`src/rtl/shift_reg_word_loader_pkg.sv`:
```
// ============================================================================
// Module      : shift_reg_word_loader_pkg
// Description : Shared types and direction constants for the word loader and
//               the downstream bidirectional shift register.
// Revision    : 1.0 - initial release
// ============================================================================
`default_nettype none

package shift_reg_word_loader_pkg;

   typedef enum logic [1:0] {
      IDLE  = 2'd0,
      SHIFT = 2'd1,
      DONE  = 2'd2
   } state_e;

   localparam logic DIR_TO_MSB = 1'b0;
   localparam logic DIR_TO_LSB = 1'b1;

   // Word bit sent at a given shift step; chosen so the register ends up
   // holding the word unchanged after MSB shifts in the given direction.
   function automatic int bit_index(input int msb, input int step, input logic dir);
      return (dir == DIR_TO_LSB) ? step : (msb - 1 - step);
   endfunction

endpackage

`default_nettype wire

```
`src/rtl/shift_reg_word_loader.sv`:
```
// ============================================================================
// Module      : shift_reg_word_loader
// Description : Parallel-to-serial loader driving a bidirectional shift
//               register one bit per cycle, with valid/ready word intake.
// Revision    : 1.0 - initial release
// ============================================================================
`default_nettype none

module shift_reg_word_loader
   import shift_reg_word_loader_pkg::*;
#(
   parameter int MSB = 4
)
(
   input  logic           clk,
   input  logic           rst,
   input  logic           in_valid,
   output logic           in_ready,
   input  logic [MSB-1:0] in_data,
   input  logic           in_dir,
   input  logic           stall,
   output logic           sr_d,
   output logic           sr_en,
   output logic           sr_dir,
   output logic           word_done,
   output logic           busy
);

   localparam int              CNT_W    = $clog2(MSB);
   localparam logic [CNT_W-1:0] CNT_LAST = CNT_W'(MSB - 1);

   state_e           state_q,   state_d;
   logic [MSB-1:0]   word_q,    word_d;
   logic [CNT_W-1:0] cnt_q,     cnt_d;
   logic             dir_q,     dir_d;
   logic             sr_d_q,    sr_d_d;
   logic             sr_dir_q,  sr_dir_d;
   logic             ready_q,   ready_d;
   logic             done_q,    done_d;
   logic             busy_q,    busy_d;

   logic             xfer;
   logic             step;
   logic [CNT_W-1:0] first_idx;
   logic [CNT_W-1:0] next_idx;

   always_comb begin
      xfer      = in_valid && ready_q;
      step      = (state_q == SHIFT) && !stall;
      first_idx = CNT_W'(bit_index(MSB, 0, in_dir));
      next_idx  = CNT_W'(bit_index(MSB, int'(cnt_q) + 1, dir_q));

      state_d = state_q;
      word_d  = word_q;
      cnt_d   = cnt_q;
      dir_d   = dir_q;
      sr_d_d  = sr_d_q;

      case (state_q)
         IDLE, DONE: begin
            if (xfer) begin
               state_d = SHIFT;
               word_d  = in_data;
               dir_d   = in_dir;
               cnt_d   = '0;
               sr_d_d  = in_data[first_idx];
            end else begin
               state_d = IDLE;
               sr_d_d  = 1'b0;
            end
         end
         SHIFT: begin
            if (step) begin
               if (cnt_q == CNT_LAST) begin
                  state_d = DONE;
                  sr_d_d  = 1'b0;
               end else begin
                  cnt_d  = cnt_q + CNT_W'(1);
                  sr_d_d = word_q[next_idx];
               end
            end
         end
         default: begin
            state_d = IDLE;
            sr_d_d  = 1'b0;
         end
      endcase

      // Outputs are registered from the next state so they align with it.
      ready_d  = (state_d != SHIFT);
      done_d   = (state_d == DONE);
      busy_d   = (state_d == SHIFT);
      sr_dir_d = (state_d == IDLE) ? 1'b0 : dir_d;
   end

   always_ff @(posedge clk) begin
      if (rst) begin
         state_q  <= IDLE;
         word_q   <= '0;
         cnt_q    <= '0;
         dir_q    <= 1'b0;
         sr_d_q   <= 1'b0;
         sr_dir_q <= 1'b0;
         ready_q  <= 1'b1;
         done_q   <= 1'b0;
         busy_q   <= 1'b0;
      end else begin
         state_q  <= state_d;
         word_q   <= word_d;
         cnt_q    <= cnt_d;
         dir_q    <= dir_d;
         sr_d_q   <= sr_d_d;
         sr_dir_q <= sr_dir_d;
         ready_q  <= ready_d;
         done_q   <= done_d;
         busy_q   <= busy_d;
      end
   end

   // Enable must drop in the same cycle stall rises, so it bypasses the flops.
   assign sr_en     = (state_q == SHIFT) && !stall;
   assign sr_d      = sr_d_q;
   assign sr_dir    = sr_dir_q;
   assign in_ready  = ready_q;
   assign word_done = done_q;
   assign busy      = busy_q;

endmodule

`default_nettype wire
```
`config.mk`:
```
export PLATFORM = sky130hd
export DESIGN_NAME = shift_reg_word_loader
export DESIGN_NICKNAME = d
export VERILOG_FILES = /design/src/rtl/shift_reg_word_loader_pkg.sv /design/src/rtl/shift_reg_word_loader.sv
export SDC_FILE = /design/constraint.sdc
export NUM_CORES = 1
export LEC_CHECK = 0
export CAP_MARGIN = 20
export CORE_MARGIN = 8
export CORE_UTILIZATION = 30
export CTS_CLUSTER_DIAMETER = 100
export DETAILED_ROUTE_END_ITERATION = 7
export REMOVE_ABC_BUFFERS = 1
export SETUP_SLACK_MARGIN = 0.02
export SYNTH_ARGS = -nofsm -noshare
export SYNTH_HDL_FRONTEND = slang
export SYNTH_SLANG_ARGS = --single-unit
export TNS_END_PERCENT = 5
```
`constraint.sdc`:
```
create_clock -name clk -period 1.75 [get_ports clk]
set_clock_uncertainty 0.2 [all_clocks]
set_input_delay 0.35 -clock clk [delete_from_list [all_inputs] [get_ports clk]]
set_output_delay 0.35 -clock clk [all_outputs]
set_load 0.02 [all_outputs]
```
==> results_tabular.tex, run 1 <==
\begin{tabular}{lr}
\hline
Metric & Value \\
\hline
\multicolumn{2}{l}{\textbf{Synth}} \\
\quad Dominant cells by area after synthesis & dfxtp\_1, a21oi\_1, mux2i\_1, nand2\_1, nand3b\_1 \\
\quad Async set-or-reset flop fraction in the synthesized netlist & 0 \\
\quad Count of mapped cells out of synthesis & 69 \\
\quad Count of warnings emitted by yosys & 0 \\
\quad Sequential-to-total area share from yosys stat & 0.456 \\
\quad Synthesized flop and latch total & 14 \\
\quad Post-synthesis cell area & 614 um2 \\
\quad Fraction of the mapped netlist area in compound gates & 0.143 \\
\quad Synthesized-area fraction occupied by adder cells & 0.0204 \\
\quad Post-synthesis xor/xnor area fraction & 0 \\
\quad Number of different library cells in the post-synthesis netlist & 24 \\
\quad Basic-gate share of the synthesized area counting and, or, nand and nor cells & 0.232 \\
\quad Cell with the most instances after synthesis & dfxtp\_1 \\
\quad Synthesized area divided by synthesized cell count & 8.90 um2 \\
\quad Post-synthesis mux area share & 0.0835 \\
\quad Number of enable flip-flop cells after synthesis & 0 \\
\quad Synth top area share & 0.456 \\
\quad Dominant combinational cell family by area after synthesis & simple AND/OR/NAND/NOR gates \\
\quad Most instantiated cells after synthesis & dfxtp\_1, a21oi\_1, nand2\_1 \\
\quad Cell type with the highest aggregate area in the netlist & dfxtp\_1 \\
\quad Synth Flop Type & dfxtp\_1 \\
\multicolumn{2}{l}{\textbf{Drt}} \\
\quad Iter 0 DRT Violations & 5 \\
\quad Remaining antenna violation count & 0 \\
\quad Total DRC errors in the routed layout & 0 \\
\quad Wire length per cell after detailed routing & 11.3 um \\
\quad Routed wire length & 1.31 mm \\
\quad First-pass detailed-route iteration total & 4 \\
\quad Via count of the routed design & 549 \\
\quad Detail-routed via count per cell & 4.73 \\
\multicolumn{2}{l}{\textbf{Clock tree}} \\
\quad Root buffer cell & clkbuf\_4 \\
\quad Worst-Skew Late Latency & 270 ps \\
\quad Maximum count of clock buffers along a single path & 2 \\
\quad CTS tree & done \\
\quad CTS Hold Bufs & 0 \\
\quad H-tree depth & 1 \\
\quad Inserted Clock Buffers & 3 \\
\quad Number of clock sinks & 14 \\
\quad Clk pin slew, worst setup/hold paths & 80 ps \\
\multicolumn{2}{l}{\textbf{Global routing}} \\
\quad Vias in the first global route & 545 \\
\quad Initial antenna violation count & 0 \\
\quad GRT overflow & 0 \\
\quad Wire length of the first global-routing pass & 2.29 mm \\
\quad Total global-route track usage & 0.0828 \\
\quad Pin count of the biggest net entering global routing & 14 \\
\multicolumn{2}{l}{\textbf{Power}} \\
\quad IR drop worst, VDD & 0.430 mV \\
\quad Sequential group share of total power & 0.526 \\
\quad Net switching component of the power & 0.179 mW \\
\quad Sw Share & 0.268 \\
\quad Internal Pwr Total & 0.488 mW \\
\quad Power after layout & 0.667 mW \\
\quad Leakage dissipation & 0.345 nW \\
\quad Proportion of power drawn by combinational gates & 0.208 \\
\quad Portion of total power attributed to the clock network & 0.267 \\
\quad PwrDens & 806 nW/um2 \\
\multicolumn{2}{l}{\textbf{STA}} \\
\quad Setup-violating endpoint count in the final report & 0 \\
\quad Worst slew pin tran & 296 ps \\
\quad Setup repair after global routing missed its margin & yes \\
\quad Final-report hold violation count & 0 \\
\quad Max-slew violations & 0 \\
\quad Worst slew margin relative to its limit & 0.803 \\
\quad Part of the cycle the worst path needs & 0.913 \\
\quad Highest attainable clock frequency & 626 MHz \\
\quad Setup total negative slack & 0 ps \\
\quad Post-layout worst setup margin & 153 ps \\
\quad Post-route minimum period & 1600 ps \\
\quad Hold Worst Slack & 260 ps \\
\multicolumn{2}{l}{\textbf{Worst setup path}} \\
\quad Critical path cell sequence & clkdlybuf4s50\_1 -> nor2\_1 -> buf\_2 \\
\quad Critical path's largest stage delay & 430 ps \\
\quad Max Fanout on Critical Path & 2 \\
\quad Crit Reg-Reg Startpoint & cnt\_q[1] \\
\quad Critical path endpoint category & output port \\
\quad Worst R2R Setup Slack & 160 ps \\
\quad Critical path class & input pin to output port \\
\quad Worst setup path startpoint & stall \\
\quad Critical R2R Capture & sr\_d \\
\quad Startpoint Class & input pin \\
\quad Worst path top cell family by delay & buffers and inverters \\
\quad Slowest cell on crit path & clkdlybuf4s50\_1 \\
\quad FF-to-FF path depth & 5 \\
\quad CP required & 1200 ps \\
\quad Worst EP arrival & 1050 ps \\
\quad Buffers and inverters on the worst path & 2 \\
\multicolumn{2}{l}{\textbf{Die}} \\
\quad Die width & 61.3 um \\
\quad Area of the core & 1940 um2 \\
\quad Starting density of the core & 0.316 \\
\quad Area enclosed by the die boundary & 3750 um2 \\
\quad I/O pin count & 15 \\
\quad Die extent in y & 61.3 um \\
\quad Site Rows & 16 \\
\multicolumn{2}{l}{\textbf{Place}} \\
\quad Number of placed instances, taps included & 113 \\
\quad Global placement routability congestion & 0.757 \\
\quad Cell Area, Placed & 816 um2 \\
\quad Post-placement worst setup slack & -301 ps \\
\quad HPWL after DPL & 1.06 mm \\
\quad Number of port buffers & 14 \\
\multicolumn{2}{l}{\textbf{Worst hold path}} \\
\quad Tightest Hold Check Type & flop to flop \\
\quad Worst hold path stage count & 2 \\
\quad Startpoint of the lowest-slack hold path & word\_q[1] \\
\quad Endpoint of the worst hold-timing path & word\_q[1] \\
\multicolumn{2}{l}{\textbf{Finish}} \\
\quad Post-route core utilization & 0.426 \\
\quad Layout Cell Area excl Fill & 827 um2 \\
\quad Final net count & 101 \\
\quad Antenna Diode Count & 0 \\
\quad Area grow syn2layout & 34.6\% \\
\quad Share of final-layout standard cells stronger than drive strength 1 & 0.146 \\
\quad Non-filler cells in the finished layout & 116 \\
\multicolumn{2}{l}{\textbf{Flow run}} \\
\quad Number of maximum-capacitance violations & 0 \\
\multicolumn{2}{l}{\textbf{Outcome}} \\
\quad Result of the run & finished clean \\
\hline
\end{tabular}
## worst max path at each step
stage | cells past startpoint | slack [ps] | to
6_report | 3 | 150 | sr_en
5_1_grt | 5 | 9 | sr_d
4_1_cts | 3 | 40 | sr_en
3_5_place_dp | 3 | -300 | sr_en
3_3_place_gp | 3 | -300 | sr_en
2_1_floorplan | 5 | 220 | sr_d
## per-layer routing
layer	track usage	wire length, um	vias up
met5	0	0	-
met2	0.131	624	12
met4	0.0498	0	0
met1	0.0939	620	257
met3	0.0271	63	0
li1	-	-	280
## flip-flops by register name (all words and copies together), names as in the netlist
register   flops
sr_dir         1
busy           1
dir_q          1
sr_d           1
word_done      1
word_q         4
in_ready       1
cnt_q          2
state_q        2
## cell type report
| class | count | area (um2) |
|---|---|---|
| clock buffer | 3 | 22.5 |
| fill | 209 | 1110 |
| inverter | 4 | 15.0 |
| multi-input combinational | 47 | 294 |
| sequential | 14 | 280 |
| tap | 27 | 33.8 |
| timing repair buffer | 21 | 181 |
## cell families after synthesis
logic type	Yosys count
AO/OA/AOI/OAI	15
buffers and inverters	8
flip-flops	14
adder cells (fa/ha/maj)	1
AND/OR/NAND/NOR	26
multiplexers	5
## timing repair
| action | in CTS | in global routing |
|---|---|---|
| setup endpoints to repair | 6 | 2 |
| setup buffers | 0 | 0 |
| gates resized for setup | 8 | 1 |
## power groups by stage
stage          combinational (mW)  clock [mW]  sequential, mW
4_1_cts                     0.142       0.184           0.351
5_1_grt                     0.155       0.205           0.354
3_5_place_dp                0.147           0           0.359
6_report                    0.139       0.178           0.351
3_3_place_gp                0.145           0           0.359
2_1_floorplan              0.0624           0           0.368
## worst min-delay path: stages (launching register included)
cell	delay [ps]
dfxtp_1	320
nand2_1	50
a21oi_1	50
## cells in the final DEF, fill, tap and decap left out
cell             instances
a211o_1                  1
a21oi_1                  9
a311oi_1                 1
a31oi_1                  1
buf_2                    1
buf_4                    7
clkbuf_4                 3
clkdlybuf4s50_1          8
dfxtp_1                 14
dlygate4sd2_1            5
ha_1                     1
inv_1                    3
inv_2                    1
mux2_1                   1
mux2i_1                  4
nand2_1                  9
nand2b_1                 1
nand3b_1                 3
nor2_1                   5
nor2b_1                  3
nor3_4                   1
nor3b_1                  1
nor4_1                   3
o211ai_1                 1
o21ai_1                  1
o22ai_1                  1
No activity file was read; power rests on OpenSTA's default activity.
==> inputs of run 2 (changes only) <==
- SETUP_SLACK_MARGIN: 0.02 -> 0.4
==> run 2 against run 1 <==
Compared with the run above: utilization rose by 2.7 points; register-to-register slack gained 150 ps; final cell count did not move; clock power about the same; critical endpoint is now in_ready; largest power group unchanged; highest routed layer is now met4.
==> results_tabular.tex, run 2 (same netlist as run 1, synthesis figures left out) <==
\begin{tabular}{lr}
\hline
Metric & Value \\
\hline
\multicolumn{2}{l}{\textbf{Clock tree}} \\
\quad Root buffer cell & clkbuf\_4 \\
\quad Worst-Skew Late Latency & 270 ps \\
\quad H-tree depth & 1 \\
\quad CTS tree & done \\
\quad Inserted Clock Buffers & 3 \\
\quad Maximum count of clock buffers along a single path & 2 \\
\quad Number of clock sinks & 14 \\
\quad Clk pin slew, worst setup/hold paths & 80 ps \\
\quad Setup fix buffers added after clock tree synthesis & 0 \\
\multicolumn{2}{l}{\textbf{Global routing}} \\
\quad Pin count of the biggest net entering global routing & 14 \\
\quad GRT overflow & 0 \\
\quad Wire length of the first global-routing pass & 2.30 mm \\
\quad Vias in the first global route & 544 \\
\quad Total global-route track usage & 0.0832 \\
\quad Initial antenna violation count & 0 \\
\multicolumn{2}{l}{\textbf{Worst setup path}} \\
\quad Worst EP arrival & 930 ps \\
\quad Worst path top cell family by delay & flip-flops \\
\quad Worst R2R Setup Slack & 310 ps \\
\quad Max Fanout on Critical Path & 2 \\
\quad Slowest cell on crit path & dfxtp\_1 \\
\quad Critical path class & flop to output port \\
\quad FF-to-FF path depth & 5 \\
\quad Crit Reg-Reg Startpoint & cnt\_q[1] \\
\quad Buffers and inverters on the worst path & 1 \\
\quad Critical path endpoint category & output port \\
\quad Worst setup path startpoint & in\_ready \\
\quad Critical path cell sequence & dlygate4sd2\_1 \\
\quad Critical R2R Capture & sr\_d \\
\quad Critical path's largest stage delay & 330 ps \\
\quad CP required & 1200 ps \\
\quad Startpoint Class & flop \\
\multicolumn{2}{l}{\textbf{Worst hold path}} \\
\quad Startpoint of the lowest-slack hold path & word\_q[1] \\
\quad Endpoint of the worst hold-timing path & word\_q[1] \\
\quad Worst hold path stage count & 2 \\
\quad Tightest Hold Check Type & flop to flop \\
\multicolumn{2}{l}{\textbf{Finish}} \\
\quad Area of all sequential standard cells & 287 um2 \\
\quad Post-route core utilization & 0.453 \\
\quad Final net count & 101 \\
\quad Multi-input logic area & 334 um2 \\
\quad Leading cell types in the layout, fill and taps excluded & a21oi\_1, nand2\_1, dfxtp\_1, clkdlybuf4s50\_1, buf\_4 \\
\quad Antenna Diode Count & 0 \\
\quad Registers with the highest flip-flop counts & word\_q: 4 flops, cnt\_q: 2 flops, state\_q: 2 flops \\
\quad Number of flip-flops under the largest register name & 4 \\
\quad Area grow syn2layout & 43.2\% \\
\quad Largest register by flop count & word\_q \\
\quad Total of fill cells in the finished design & 210 \\
\quad Share of final-layout standard cells stronger than drive strength 1 & 0.258 \\
\multicolumn{2}{l}{\textbf{Die}} \\
\quad I/O pin count & 15 \\
\quad Die extent in y & 61.3 um \\
\quad Starting density of the core & 0.316 \\
\quad Site Rows & 16 \\
\quad Area of the core & 1940 um2 \\
\quad Area enclosed by the die boundary & 3750 um2 \\
\quad Die width & 61.3 um \\
\multicolumn{2}{l}{\textbf{Power}} \\
\quad PwrDens & 778 nW/um2 \\
\quad IR drop worst, VDD & 0.439 mV \\
\quad Power after layout & 0.684 mW \\
\quad Leakage dissipation & 0.347 nW \\
\multicolumn{2}{l}{\textbf{STA}} \\
\quad Setup-violating endpoint count in the final report & 0 \\
\quad Hold Worst Slack & 261 ps \\
\quad Post-layout worst setup margin & 265 ps \\
\quad Worst slew pin tran & 245 ps \\
\quad Worst slew margin relative to its limit & 0.836 \\
\quad Post-route minimum period & 1480 ps \\
\quad Setup repair after global routing missed its margin & yes \\
\quad Final-report hold violation count & 0 \\
\quad Highest attainable clock frequency & 674 MHz \\
\quad Setup total negative slack & 0 ps \\
\quad Part of the cycle the worst path needs & 0.848 \\
\quad Max-slew violations & 0 \\
\multicolumn{2}{l}{\textbf{Drt}} \\
\quad Via count of the routed design & 549 \\
\quad Iter 0 DRT Violations & 9 \\
\quad Wire length per cell after detailed routing & 12.1 um \\
\quad Routed wire length & 1.40 mm \\
\quad Detail-routed via count per cell & 4.73 \\
\quad Total DRC errors in the routed layout & 0 \\
\quad Remaining antenna violation count & 0 \\
\quad First-pass detailed-route iteration total & 4 \\
\multicolumn{2}{l}{\textbf{Place}} \\
\quad HPWL after DPL & 1.06 mm \\
\quad Number of port buffers & 14 \\
\quad Post-placement worst setup slack & -301 ps \\
\quad Global placement routability congestion & 0.757 \\
\multicolumn{2}{l}{\textbf{Outcome}} \\
\quad Result of the run & finished clean \\
\multicolumn{2}{l}{\textbf{Flow run}} \\
\quad Number of maximum-capacitance violations & 0 \\
\hline
\end{tabular}
==> run 2: where the power goes <==
group          total [mW]  switching (mW)  internal [mW]
clock network       0.177          0.0978         0.0796
logic               0.152          0.0735         0.0785
registers           0.355          0.0153          0.340
total               0.684           0.187          0.498
==> run 2: cell type report <==
class | count | share of cell area
clock buffer | 3 | 0.0256
multi-input combinational | 47 | 0.380
tap | 27 | 0.0384
inverter | 4 | 0.0171
sequential | 14 | 0.326
timing repair buffer | 21 | 0.213
==> run 2: worst max-delay path by stage <==
stage          cells past startpoint        to  slack, ps
2_1_floorplan                      5      sr_d        220
3_3_place_gp                       3     sr_en       -300
3_5_place_dp                       3     sr_en       -300
4_1_cts                            3     sr_en        210
5_1_grt                            5      sr_d        210
6_report                           1  in_ready        270
==> run 2: stage by stage <==
stage | instance area, um2 | std cells
6_report | 880 | 116
4_1_cts | 850 | 116
3_5_place_dp | 816 | 113
5_1_grt | 880 | 116
2_1_floorplan | 589 | 65
3_3_place_gp | 816 | 113
==> run 2: metal layers <==
metal	GRT usage	routed length (um)	part of all wire
met3	0.0271	70	0.050
met1	0.0951	621	0.44
met4	0.0498	9	0.0064
met5	0	0	0
met2	0.131	697	0.50
==> run 2: repair_timing <==
item	in CTS	in global routing
cloned	0	0
pin swaps	1	4
hold buffers	0	0
resized for setup	14	10
setup endpoints to repair	11	16
==> inputs of run 3 (changes only) <==
- clock period: 1.75 -> 1.53 ns (I/O delays scaled with it)
==> run 3 against run 2 <==
Compared with the run above: flip-flop and latch count is the same; worst setup slack worse by 170 ps; register-to-register slack got worse by 210 ps; sequential power rose by 15%; clock power is 11% higher; die area did not move; non-clock buffer count grew 1; final area rose by 2.8%; critical endpoint is now sr_en; largest cell class unchanged.
==> results_tabular.tex, run 3 (same netlist as run 1, synthesis figures left out) <==
\begin{tabular}{lr}
\hline
Metric & Value \\
\hline
\multicolumn{2}{l}{\textbf{Worst setup path}} \\
\quad Critical path cell sequence & nand2b\_4 -> nor2\_4 -> buf\_6 \\
\quad Worst path top cell family by delay & flip-flops \\
\quad Critical path endpoint category & output port \\
\quad Crit Reg-Reg Startpoint & state\_q[1] \\
\quad Worst setup path startpoint & state\_q[1] \\
\quad Max Fanout on Critical Path & 2 \\
\quad FF-to-FF path depth & 5 \\
\quad Worst R2R Setup Slack & 100 ps \\
\quad Critical path class & flop to output port \\
\quad Startpoint Class & flop \\
\quad Endpoint of the worst setup timing path & sr\_en \\
\quad Buffers and inverters on the worst path & 1 \\
\quad Worst EP arrival & 930 ps \\
\quad CP required & 1020 ps \\
\quad Slowest cell on crit path & dfxtp\_2 \\
\quad Critical path's largest stage delay & 320 ps \\
\quad Critical R2R Capture & cnt\_q[0] \\
\quad Number of logic stages on the critical path including buffering & 3 \\
\multicolumn{2}{l}{\textbf{Power}} \\
\quad Power after layout & 0.791 mW \\
\quad Proportion of power drawn by combinational gates & 0.238 \\
\quad Leakage dissipation & 0.362 nW \\
\quad Sw Share & 0.268 \\
\quad Sequential group share of total power & 0.514 \\
\quad Internal Pwr Total & 0.579 mW \\
\quad Net switching component of the power & 0.212 mW \\
\quad PwrDens & 875 nW/um2 \\
\quad IR drop worst, VDD & 0.654 mV \\
\quad Portion of total power attributed to the clock network & 0.248 \\
\multicolumn{2}{l}{\textbf{Die}} \\
\quad Die width & 61.3 um \\
\quad Area of the core & 1940 um2 \\
\quad Starting density of the core & 0.316 \\
\quad Die extent in y & 61.3 um \\
\quad Site Rows & 16 \\
\quad I/O pin count & 15 \\
\quad Area enclosed by the die boundary & 3750 um2 \\
\multicolumn{2}{l}{\textbf{Drt}} \\
\quad Iter 0 DRT Violations & 9 \\
\quad Via count of the routed design & 563 \\
\quad Routed wire length & 1.40 mm \\
\quad Detail-routed via count per cell & 4.81 \\
\quad Wire length per cell after detailed routing & 12.0 um \\
\quad First-pass detailed-route iteration total & 4 \\
\quad Remaining antenna violation count & 0 \\
\quad Total DRC errors in the routed layout & 0 \\
\multicolumn{2}{l}{\textbf{Place}} \\
\quad Number of port buffers & 14 \\
\quad Global placement routability congestion & 0.791 \\
\quad Number of placed instances, taps included & 114 \\
\quad HPWL after DPL & 1.09 mm \\
\quad Post-placement worst setup slack & -425 ps \\
\quad Cell Area, Placed & 823 um2 \\
\multicolumn{2}{l}{\textbf{STA}} \\
\quad Setup repair after global routing missed its margin & yes \\
\quad Setup total negative slack & 0 ps \\
\quad Worst slew margin relative to its limit & 0.840 \\
\quad Post-route minimum period & 1440 ps \\
\quad Part of the cycle the worst path needs & 0.939 \\
\quad Setup-violating endpoint count in the final report & 0 \\
\quad Post-layout worst setup margin & 92.7 ps \\
\quad Highest attainable clock frequency & 696 MHz \\
\quad Worst slew pin tran & 239 ps \\
\quad Max-slew violations & 0 \\
\quad Final-report hold violation count & 0 \\
\multicolumn{2}{l}{\textbf{Finish}} \\
\quad Leading cell types in the layout, fill and taps excluded & a21oi\_1, nand2\_1, dfxtp\_1, clkdlybuf4s50\_1, buf\_4 \\
\quad Share of final-layout standard cells stronger than drive strength 1 & 0.311 \\
\quad Final net count & 102 \\
\quad Antenna Diode Count & 0 \\
\quad Multi-input logic area & 343 um2 \\
\quad Area of all sequential standard cells & 287 um2 \\
\quad Registers with the highest flip-flop counts & word\_q: 4 flops, cnt\_q: 2 flops, state\_q: 2 flops \\
\quad Layout Cell Area excl Fill & 905 um2 \\
\quad Area grow syn2layout & 47.3\% \\
\quad Largest register by flop count & word\_q \\
\quad Number of flip-flops under the largest register name & 4 \\
\quad Non-filler cells in the finished layout & 117 \\
\quad Total of fill cells in the finished design & 204 \\
\multicolumn{2}{l}{\textbf{Clock tree}} \\
\quad H-tree depth & 1 \\
\quad Worst-Skew Late Latency & 270 ps \\
\quad Number of clock sinks & 14 \\
\quad CTS tree & done \\
\quad CTS Hold Bufs & 0 \\
\quad Inserted Clock Buffers & 3 \\
\quad Root buffer cell & clkbuf\_4 \\
\quad Clk pin slew, worst setup/hold paths & 80 ps \\
\quad Maximum count of clock buffers along a single path & 2 \\
\multicolumn{2}{l}{\textbf{Global routing}} \\
\quad Wire length of the first global-routing pass & 2.58 mm \\
\quad Pin count of the biggest net entering global routing & 14 \\
\quad Total global-route track usage & 0.0914 \\
\quad Vias in the first global route & 596 \\
\quad Initial antenna violation count & 0 \\
\quad GRT overflow & 0 \\
\multicolumn{2}{l}{\textbf{Worst hold path}} \\
\quad Tightest Hold Check Type & flop to flop \\
\multicolumn{2}{l}{\textbf{Outcome}} \\
\quad Result of the run & finished clean \\
\multicolumn{2}{l}{\textbf{Flow run}} \\
\quad Number of maximum-capacitance violations & 0 \\
\hline
\end{tabular}
==> run 3: power by group through the flow <==
stage / clock [mW] / combinational, mW / sequential (mW)
after global placement: 0 / 0.169 / 0.410
after floorplan: 0 / 0.0713 / 0.421
after global routing: 0.230 / 0.207 / 0.411
after detailed placement: 0 / 0.172 / 0.411
after CTS: 0.209 / 0.182 / 0.406
final: 0.197 / 0.188 / 0.407
==> run 3: per-layer routing <==
layer,share of wire,track usage,up-vias
li1,-,-,284
met1,0.45,0.103,264
met2,0.50,0.154,13
met3,0.045,0.0418,2
met4,0.0064,0.0199,0
met5,0,0,-
==> run 3: repair_timing <==
action | CTS | global route
setup endpoints to repair | 20 | 20
buffers inserted | 0 | 0
resized for setup | 22 | 9
pin swaps | 5 | 4
==> run 3: worst min-delay path: stages, from the launching register on <==
cell and delay (ps):
dfxtp_1 310, nand2_1 50, a21oi_1 50
==> run 3: final cells by class <==
cell class / count / share of cell area
sequential: 14 / 0.317
inverter: 4 / 0.0166
timing repair buffer: 22 / 0.225
multi-input combinational: 47 / 0.379
tap: 27 / 0.0373
clock buffer: 3 / 0.0249
==> run 3: worst min path at each step <==
stage	to	slack (ps)	startpoint	depth (start not counted)
final	word_q[1]	260	word_q[1]	2
after global routing	word_q[1]	290	word_q[1]	2
after CTS	word_q[1]	260	word_q[1]	2
after detailed placement	word_q[1]	250	word_q[1]	2
after global placement	word_q[1]	250	word_q[1]	2
after floorplan	cnt_q[1]	180	rst	1
==> run 3: per-stage QoR <==
stage	util	hold slack [ps]
finish	0.466	257
global route	0.466	293
CTS	0.454	258
detailed placement	0.424	246
global placement	0.424	253
floorplan	-	175
